File: src/rtl/muldiv_pkg.sv
// Shared op codes, FSM state encoding and op-decode helpers for the HI/LO mul/div unit.
package muldiv_pkg;

    localparam logic [2:0] MD_NOP   = 3'd0;
    localparam logic [2:0] MD_MULT  = 3'd1;
    localparam logic [2:0] MD_MULTU = 3'd2;
    localparam logic [2:0] MD_DIV   = 3'd3;
    localparam logic [2:0] MD_DIVU  = 3'd4;
    localparam logic [2:0] MD_MTHI  = 3'd5;
    localparam logic [2:0] MD_MTLO  = 3'd6;

    typedef enum logic [1:0] {
        StIdle  = 2'd0,
        StRun   = 2'd1,
        StFixup = 2'd2
    } state_e;

    function automatic logic is_muldiv_op(input logic [2:0] op);
        return (op == MD_MULT) || (op == MD_MULTU) || (op == MD_DIV) || (op == MD_DIVU);
    endfunction

    function automatic logic is_div_op(input logic [2:0] op);
        return (op == MD_DIV) || (op == MD_DIVU);
    endfunction

    function automatic logic is_signed_op(input logic [2:0] op);
        return (op == MD_MULT) || (op == MD_DIV);
    endfunction

endpackage

File: src/rtl/muldiv_iter_step.sv
// One combinational iteration: shift-add multiply step or restoring-divide step on
// unsigned magnitudes held in {acc, q}.
module muldiv_iter_step #(
    parameter int unsigned WIDTH = 32
) (
    input  logic             is_div,
    input  logic [WIDTH-1:0] acc,
    input  logic [WIDTH-1:0] q,
    input  logic [WIDTH-1:0] m,
    output logic [WIDTH-1:0] acc_next,
    output logic [WIDTH-1:0] q_next
);

    logic [WIDTH:0] sum;
    logic [WIDTH:0] shifted;
    logic [WIDTH:0] diff;

    always_comb begin
        sum      = {1'b0, acc} + (q[0] ? {1'b0, m} : '0);
        shifted  = {acc, q[WIDTH-1]};
        diff     = shifted - {1'b0, m};
        acc_next = sum[WIDTH:1];
        q_next   = {sum[0], q[WIDTH-1:1]};
        if (is_div) begin
            // Top bit of diff is the borrow: set means the trial subtract must be undone.
            if (!diff[WIDTH]) begin
                acc_next = diff[WIDTH-1:0];
                q_next   = {q[WIDTH-2:0], 1'b1};
            end else begin
                acc_next = shifted[WIDTH-1:0];
                q_next   = {q[WIDTH-2:0], 1'b0};
            end
        end
    end

endmodule

File: src/rtl/muldiv_sequencer.sv
// Iterative HI/LO multiply/divide sequencer with hazard stall.
// Define MULDIV_FAST_MULT_EN for a single-cycle combinational multiply.
module muldiv_sequencer
    import muldiv_pkg::*;
#(
    parameter int unsigned WIDTH = 32,
    parameter int unsigned CNT_W = 6
) (
    input  logic             clk,
    input  logic             reset,
    input  logic             start,
    input  logic [2:0]       op,
    input  logic [WIDTH-1:0] a,
    input  logic [WIDTH-1:0] b,
    input  logic             flush,
    input  logic             rd_hilo,
    output logic             busy,
    output logic             done,
    output logic             stall,
    output logic [WIDTH-1:0] hi,
    output logic [WIDTH-1:0] lo
);

    state_e             state_q;
    logic [CNT_W-1:0]   cnt_q;
    logic [WIDTH-1:0]   acc_q, q_q, m_q;
    logic [WIDTH-1:0]   hi_q, lo_q;
    logic               is_div_q, neg_q, neg_rem_q, busy_q, done_q;

    logic               sa, sb, accept;
    logic [WIDTH-1:0]   a_mag, b_mag, acc_nx, q_nx;
    logic [2*WIDTH-1:0] prod, prod_fix;
    logic [WIDTH-1:0]   quo_fix, rem_fix;

    assign sa     = a[WIDTH-1] & is_signed_op(op);
    assign sb     = b[WIDTH-1] & is_signed_op(op);
    assign a_mag  = sa ? -a : a;
    assign b_mag  = sb ? -b : b;
    assign accept = start & ~flush & (state_q == StIdle);

    assign prod     = {acc_q, q_q};
    assign prod_fix = neg_q ? -prod : prod;
    assign quo_fix  = neg_q ? -q_q : q_q;
    assign rem_fix  = neg_rem_q ? -acc_q : acc_q;

`ifdef MULDIV_FAST_MULT_EN
    logic [2*WIDTH-1:0] fast_prod;
    assign fast_prod = {{WIDTH{1'b0}}, a_mag} * {{WIDTH{1'b0}}, b_mag};
`endif

    muldiv_iter_step #(
        .WIDTH (WIDTH)
    ) u_step (
        .is_div   (is_div_q),
        .acc      (acc_q),
        .q        (q_q),
        .m        (m_q),
        .acc_next (acc_nx),
        .q_next   (q_nx)
    );

    always_ff @(posedge clk) begin
        if (reset) begin
            state_q   <= StIdle;
            cnt_q     <= '0;
            acc_q     <= '0;
            q_q       <= '0;
            m_q       <= '0;
            hi_q      <= '0;
            lo_q      <= '0;
            is_div_q  <= 1'b0;
            neg_q     <= 1'b0;
            neg_rem_q <= 1'b0;
            busy_q    <= 1'b0;
            done_q    <= 1'b0;
        end else begin
            done_q <= 1'b0;
            case (state_q)
                StIdle: begin
                    if (accept) begin
                        if (op == MD_MTHI) begin
                            hi_q <= a;
                        end else if (op == MD_MTLO) begin
                            lo_q <= a;
                        end else if (is_muldiv_op(op)) begin
                            busy_q    <= 1'b1;
                            cnt_q     <= '0;
                            is_div_q  <= is_div_op(op);
                            neg_q     <= sa ^ sb;
                            neg_rem_q <= sa;
                            acc_q     <= '0;
                            if (is_div_op(op) && (b == '0)) begin
                                // Divide by zero: skip iteration, raw result lo=~0, hi=a.
                                acc_q     <= a;
                                q_q       <= '1;
                                neg_q     <= 1'b0;
                                neg_rem_q <= 1'b0;
                                state_q   <= StFixup;
                            end else if (is_div_op(op)) begin
                                q_q     <= a_mag;
                                m_q     <= b_mag;
                                state_q <= StRun;
                            end else begin
`ifdef MULDIV_FAST_MULT_EN
                                {acc_q, q_q} <= fast_prod;
                                state_q      <= StFixup;
`else
                                q_q     <= b_mag;
                                m_q     <= a_mag;
                                state_q <= StRun;
`endif
                            end
                        end
                    end
                end
                StRun: begin
                    if (flush) begin
                        busy_q  <= 1'b0;
                        state_q <= StIdle;
                    end else begin
                        acc_q <= acc_nx;
                        q_q   <= q_nx;
                        cnt_q <= cnt_q + CNT_W'(1);
                        if (cnt_q == CNT_W'(WIDTH - 1)) begin
                            state_q <= StFixup;
                        end
                    end
                end
                StFixup: begin
                    busy_q  <= 1'b0;
                    state_q <= StIdle;
                    if (!flush) begin
                        done_q <= 1'b1;
                        hi_q   <= is_div_q ? rem_fix : prod_fix[2*WIDTH-1:WIDTH];
                        lo_q   <= is_div_q ? quo_fix : prod_fix[WIDTH-1:0];
                    end
                end
                default: begin
                    busy_q  <= 1'b0;
                    state_q <= StIdle;
                end
            endcase
        end
    end

    assign busy  = busy_q;
    assign done  = done_q;
    assign hi    = hi_q;
    assign lo    = lo_q;
    assign stall = busy_q & (start | rd_hilo);

endmodule

File: config.mk
export PLATFORM = sky130hd
export DESIGN_NAME = muldiv_sequencer
export DESIGN_NICKNAME = d
export VERILOG_FILES = /design/src/rtl/muldiv_pkg.sv /design/src/rtl/muldiv_iter_step.sv /design/src/rtl/muldiv_sequencer.sv
export SDC_FILE = /design/constraint.sdc
export NUM_CORES = 1
export LEC_CHECK = 0
export ABC_CLOCK_PERIOD_IN_PS = 4000
export CAP_MARGIN = 20
export CORE_UTILIZATION = 60
export DETAILED_ROUTE_END_ITERATION = 8
export PLACE_DENSITY = 0.87
export REMOVE_ABC_BUFFERS = 1
export SYNTH_ARGS = -nofsm -noshare
export SYNTH_HDL_FRONTEND = slang
export SYNTH_SLANG_ARGS = --single-unit
File: constraint.sdc
create_clock -name clk -period 4 [get_ports clk]
set_clock_uncertainty 0.1 [all_clocks]
set_input_delay 0.8 -clock clk [delete_from_list [all_inputs] [get_ports clk]]
set_output_delay 0.8 -clock clk [all_outputs]
set_load 0.005 [all_outputs]
==> metrics.md <==
| Metric | Value |
|---|---|
| Clock tree root buffer cell | clkbuf_16 |
| Ys flop type | dfxtp_1 |
| Die X | 163 um |
| CP delay by family, top | compound AO/OA/AOI/OAI gates |
| N_diodes | 0 |
| DIE HEIGHT | 163 um |
| Reg-to-Reg End | acc_q[26] |
| IO Port Bufs | between 100 and 150 |
| Setup crit end kind | register |
| Worst path slowest cell | a2111oi_0 |
| Overflow after GRT | 0 |
| Status | complete, no violations |
| Post-DP Area | ~18000 um^2 |
| WP data arrival | 4.06 ns |
| MaxCap Viol Count | 0 |
| Number of library cell types mapped by synthesis | 84 |
| Share of layout cells above drive strength 1 | 10.1% |
| Critical Path Sink | acc_q[26] |
| Unrepaired setup endpoints after global routing | false |
| Drt drc | 0 |
| Mux share of post-synthesis cell area | 2.85% |
| GR Util met1 | around 62% |
| First-pass detailed-route iteration total | 7 |
| Core ar. | 25300 um^2 |
| Routed wire length | 62700 um |
| CTS tree | done |
| Yosys top cell by area | dfxtp_1 |
| Critical path class | reg2reg |
| Worst IR drop on VDD | 0.286 mV |
| Num CTS Buffers | 17 |
| Critical Path Stages | 15 |
| Max stage delay on crit path | 0.44 ns |
| Slew Viols, Final | 0 |
| Setup WS pre-CTS | -0.0480 ns |
| Post-synthesis sequential area ratio | 22.4% |
| Post-synth EDFFs | 0 |
| Hold WS | 0.351 ns |
| WL/cell | 23.2 um |
| Compound-Gate Fraction of Synth Area | 27.5% |
| Resized Gates After CTS | 0 |
| Post-synthesis xor/xnor area fraction | roughly 9.6% |
| Area growth syn-to-layout | 20.0% |
| Placer Congestion | 1.04 |
| Rows | 58 |
| Initial antenna violation count | 0 |
| Req. time, crit path | 4.26 ns |
| Worst hold start | m_q[25] |
| Yosys top cell area share | around 22% |
| Final setup viols | 0 |
| Clk_lat worst skew | 0.46 ns |
| Cell area after synthesis | 15500 um^2 |
| Synth area leaders | dfxtp_1 22%, a21oi_1 7.8%, nand2_1 7.1% |
| Met2 usage | 71.4% |
| GRT Total Usage | 46.7% |
| Min Tclk post-route | 3.80 ns |
| Launch point of the critical path | q_q[0] |
| Clock slew at reported path FFs | 0.08 ns |
| Synth Area in Simple Gates | 26.0% |
| GR Layer Usage met3 | 9.04% |
| Final period util | 94.9% |
| RR Startpoint | q_q[0] |
| First-pass GRT wire length | 94800 um |
| Critical Path, Cell by Cell | inv_1, buf_12, buf_4, nor2_1, ha_1, a21o_1, a221o_1, a2111oi_0, nor2_1, a21oi_1, buf_4, o221ai_1, xnor2_1, a211o_1, a221oi_1 |
| Dpl hpwl | ~48000 um |
| Synth Area in Adders | 5.83% |
| Post-route setup slack | approximately 0.2 ns |
| Min-Delay Path Class | reg2reg |
| CP Launch Type | register |
| Asr flop ratio synth | 0% |
| Vias per cell | about 6.9 |
| Worst-path fanout max | 9 |
| Slew Limit Headroom | 24.2% |
| Total power divided by cell area | 308 nW/um^2 |
| Most used routing layer | met2 |
| I/O pin count | 139 |
| Number of global-route vias before repair | 17000 |
| Post-DRT Antenna Nets | 0 |
| Crit path buffers/inverters | 4 |
| CTS sink cnt | 173 |
| Synthesized area per cell | 7.03 um^2 |
| Number of H-tree levels | 4 |
| Post-CTS setup buffers | 0 |
| Worst Tran Pin Value | 1.14 ns |
| Initial core utilization | 61.3% |
| Ys Warns | 0 |
| Via count | 18600 |
| Synth Instances | around 2200 |
| Main combinational cell family by area after synthesis | compound AO/OA/AOI/OAI gates |
| P_leak | slightly above 7 nW |
| Final nets | 2502 |
| Internal reg-to-reg setup slack | 0.20 ns |
| Fin area | between 15000 and 20000 um^2 |
| Finished Layout Cells | between 2000 and 3000 |
| Post-synthesis register bit count | 173 |
| Largest net degree at the start of global routing | 67 |
| Post-CTS Hold Fix Bufs | 0 |
| Hold Vio Cnt, Final | 0 |
| Most frequent cells in the layout | 292 x nand2_1, 241 x nor2_1, 241 x a21oi_1 |
| R2R depth | 15 |
| Commonest non-fill, non-tap cell in the layout | nand2_1 |
| Placed Instances | between 2000 and 3000 |
| Highest Clock Rate | 0.263 GHz |
| CTS max path bufs | 2 |
| Initial DRC count | 2654 |
| Die area | about 26000 um^2 |
where the power goes:
part	total (mW)	internal (mW)	switching (mW)
clock network	1.74	0.906	0.833
registers	1.89	1.78	0.106
logic	2.09	0.851	1.24
total	5.72	3.54	2.18
cell families (layout without fill, tap and decap cells):
logic type | after synthesis | after routing
AND/OR/NAND/NOR | 865 | 865
AO/OA/AOI/OAI | 661 | 661
buffers and inverters | 222 | 391
flip-flops | 173 | 173
XOR/XNOR | 168 | 168
adder cells (fa/ha/maj) | 71 | 71
multiplexers | 43 | 43
flip-flops by register name, summed over array words and instances, names as in the netlist:
signal,cells
busy,1
m_q,32
acc_q,32
state_q,2
q_q,32
hi,32
neg_q,1
is_div_q,1
cnt_q,6
neg_rem_q,1
done,1
lo,32
synthesized netlist by cell type (6+ instances only):
cell type,count
a2111oi_0,22
a211o_1,7
a211oi_1,45
a21o_1,29
a21oi_1,242
a221o_1,7
a221oi_1,14
a311oi_1,12
a31oi_1,21
a41oi_1,6
and2_1,12
and3_1,19
buf_1,6
buf_2,12
clkbuf_1,128
dfxtp_1,173
ha_1,69
inv_1,66
mux2_2,9
mux2i_1,34
nand2_1,292
nand2b_1,14
nand3_1,61
nand4_1,14
nor2_1,244
nor2b_1,29
nor3_1,64
nor3b_1,6
nor4_1,38
o211ai_1,13
o21a_1,13
o21ai_0,113
o21ai_1,7
o311ai_0,7
o31a_1,7
o31ai_1,24
o41ai_1,20
or2_2,11
or3_1,19
or4_1,18
xnor2_1,82
xor2_1,85
metrics by stage:
step	total power [mW]	setup TNS (ns)	utilization, %
after floorplan	3.13	-113.30	-
after global placement	3.89	-0.0432	71.3
after detailed placement	3.91	-0.102	71.3
after CTS	5.61	0	73.6
after global routing	5.90	0	73.6
final	5.72	0	73.6
how the worst min path moves through the flow:
stage	to	slack (ns)	depth (start not counted)
final	m_q[25]	0.35	2
after floorplan	m_q[10]	0.33	2
after global routing	m_q[25]	0.37	2
after CTS	m_q[25]	0.35	2
after detailed placement	m_q[25]	0.35	2
after global placement	m_q[15]	0.34	2
worst register-to-register path, delay by kind of cell, from the launching register on:
| family | cells | cell delay [ns] |
|---|---|---|
| simple gates | 2 | 0.21 |
| buf+inv | 4 | 0.73 |
| compound gates | 7 | 1.94 |
| fa+ha+maj | 1 | 0.19 |
| xor+xnor | 1 | 0.24 |
| flops | 1 | 0.31 |
layer usage:
| metal | wire (um) | vias up |
|---|---|---|
| li1 | - | 8264 |
| met1 | 24500 | 8561 |
| met2 | 26800 | 1481 |
| met3 | 8160 | 260 |
| met4 | 3260 | 0 |
| met5 | 0 | - |
cell type report:
class / count / area (um^2)
clock buffer: 19 / 443
clock inverter: 13 / 144
fill: 2026 / 6670
inverter: 66 / 248
multi-input combinational: 1808 / 11200
sequential: 173 / 3470
tap: 330 / 413
timing repair buffer: 293 / 2680
Power figures use the tool's default switching activity.
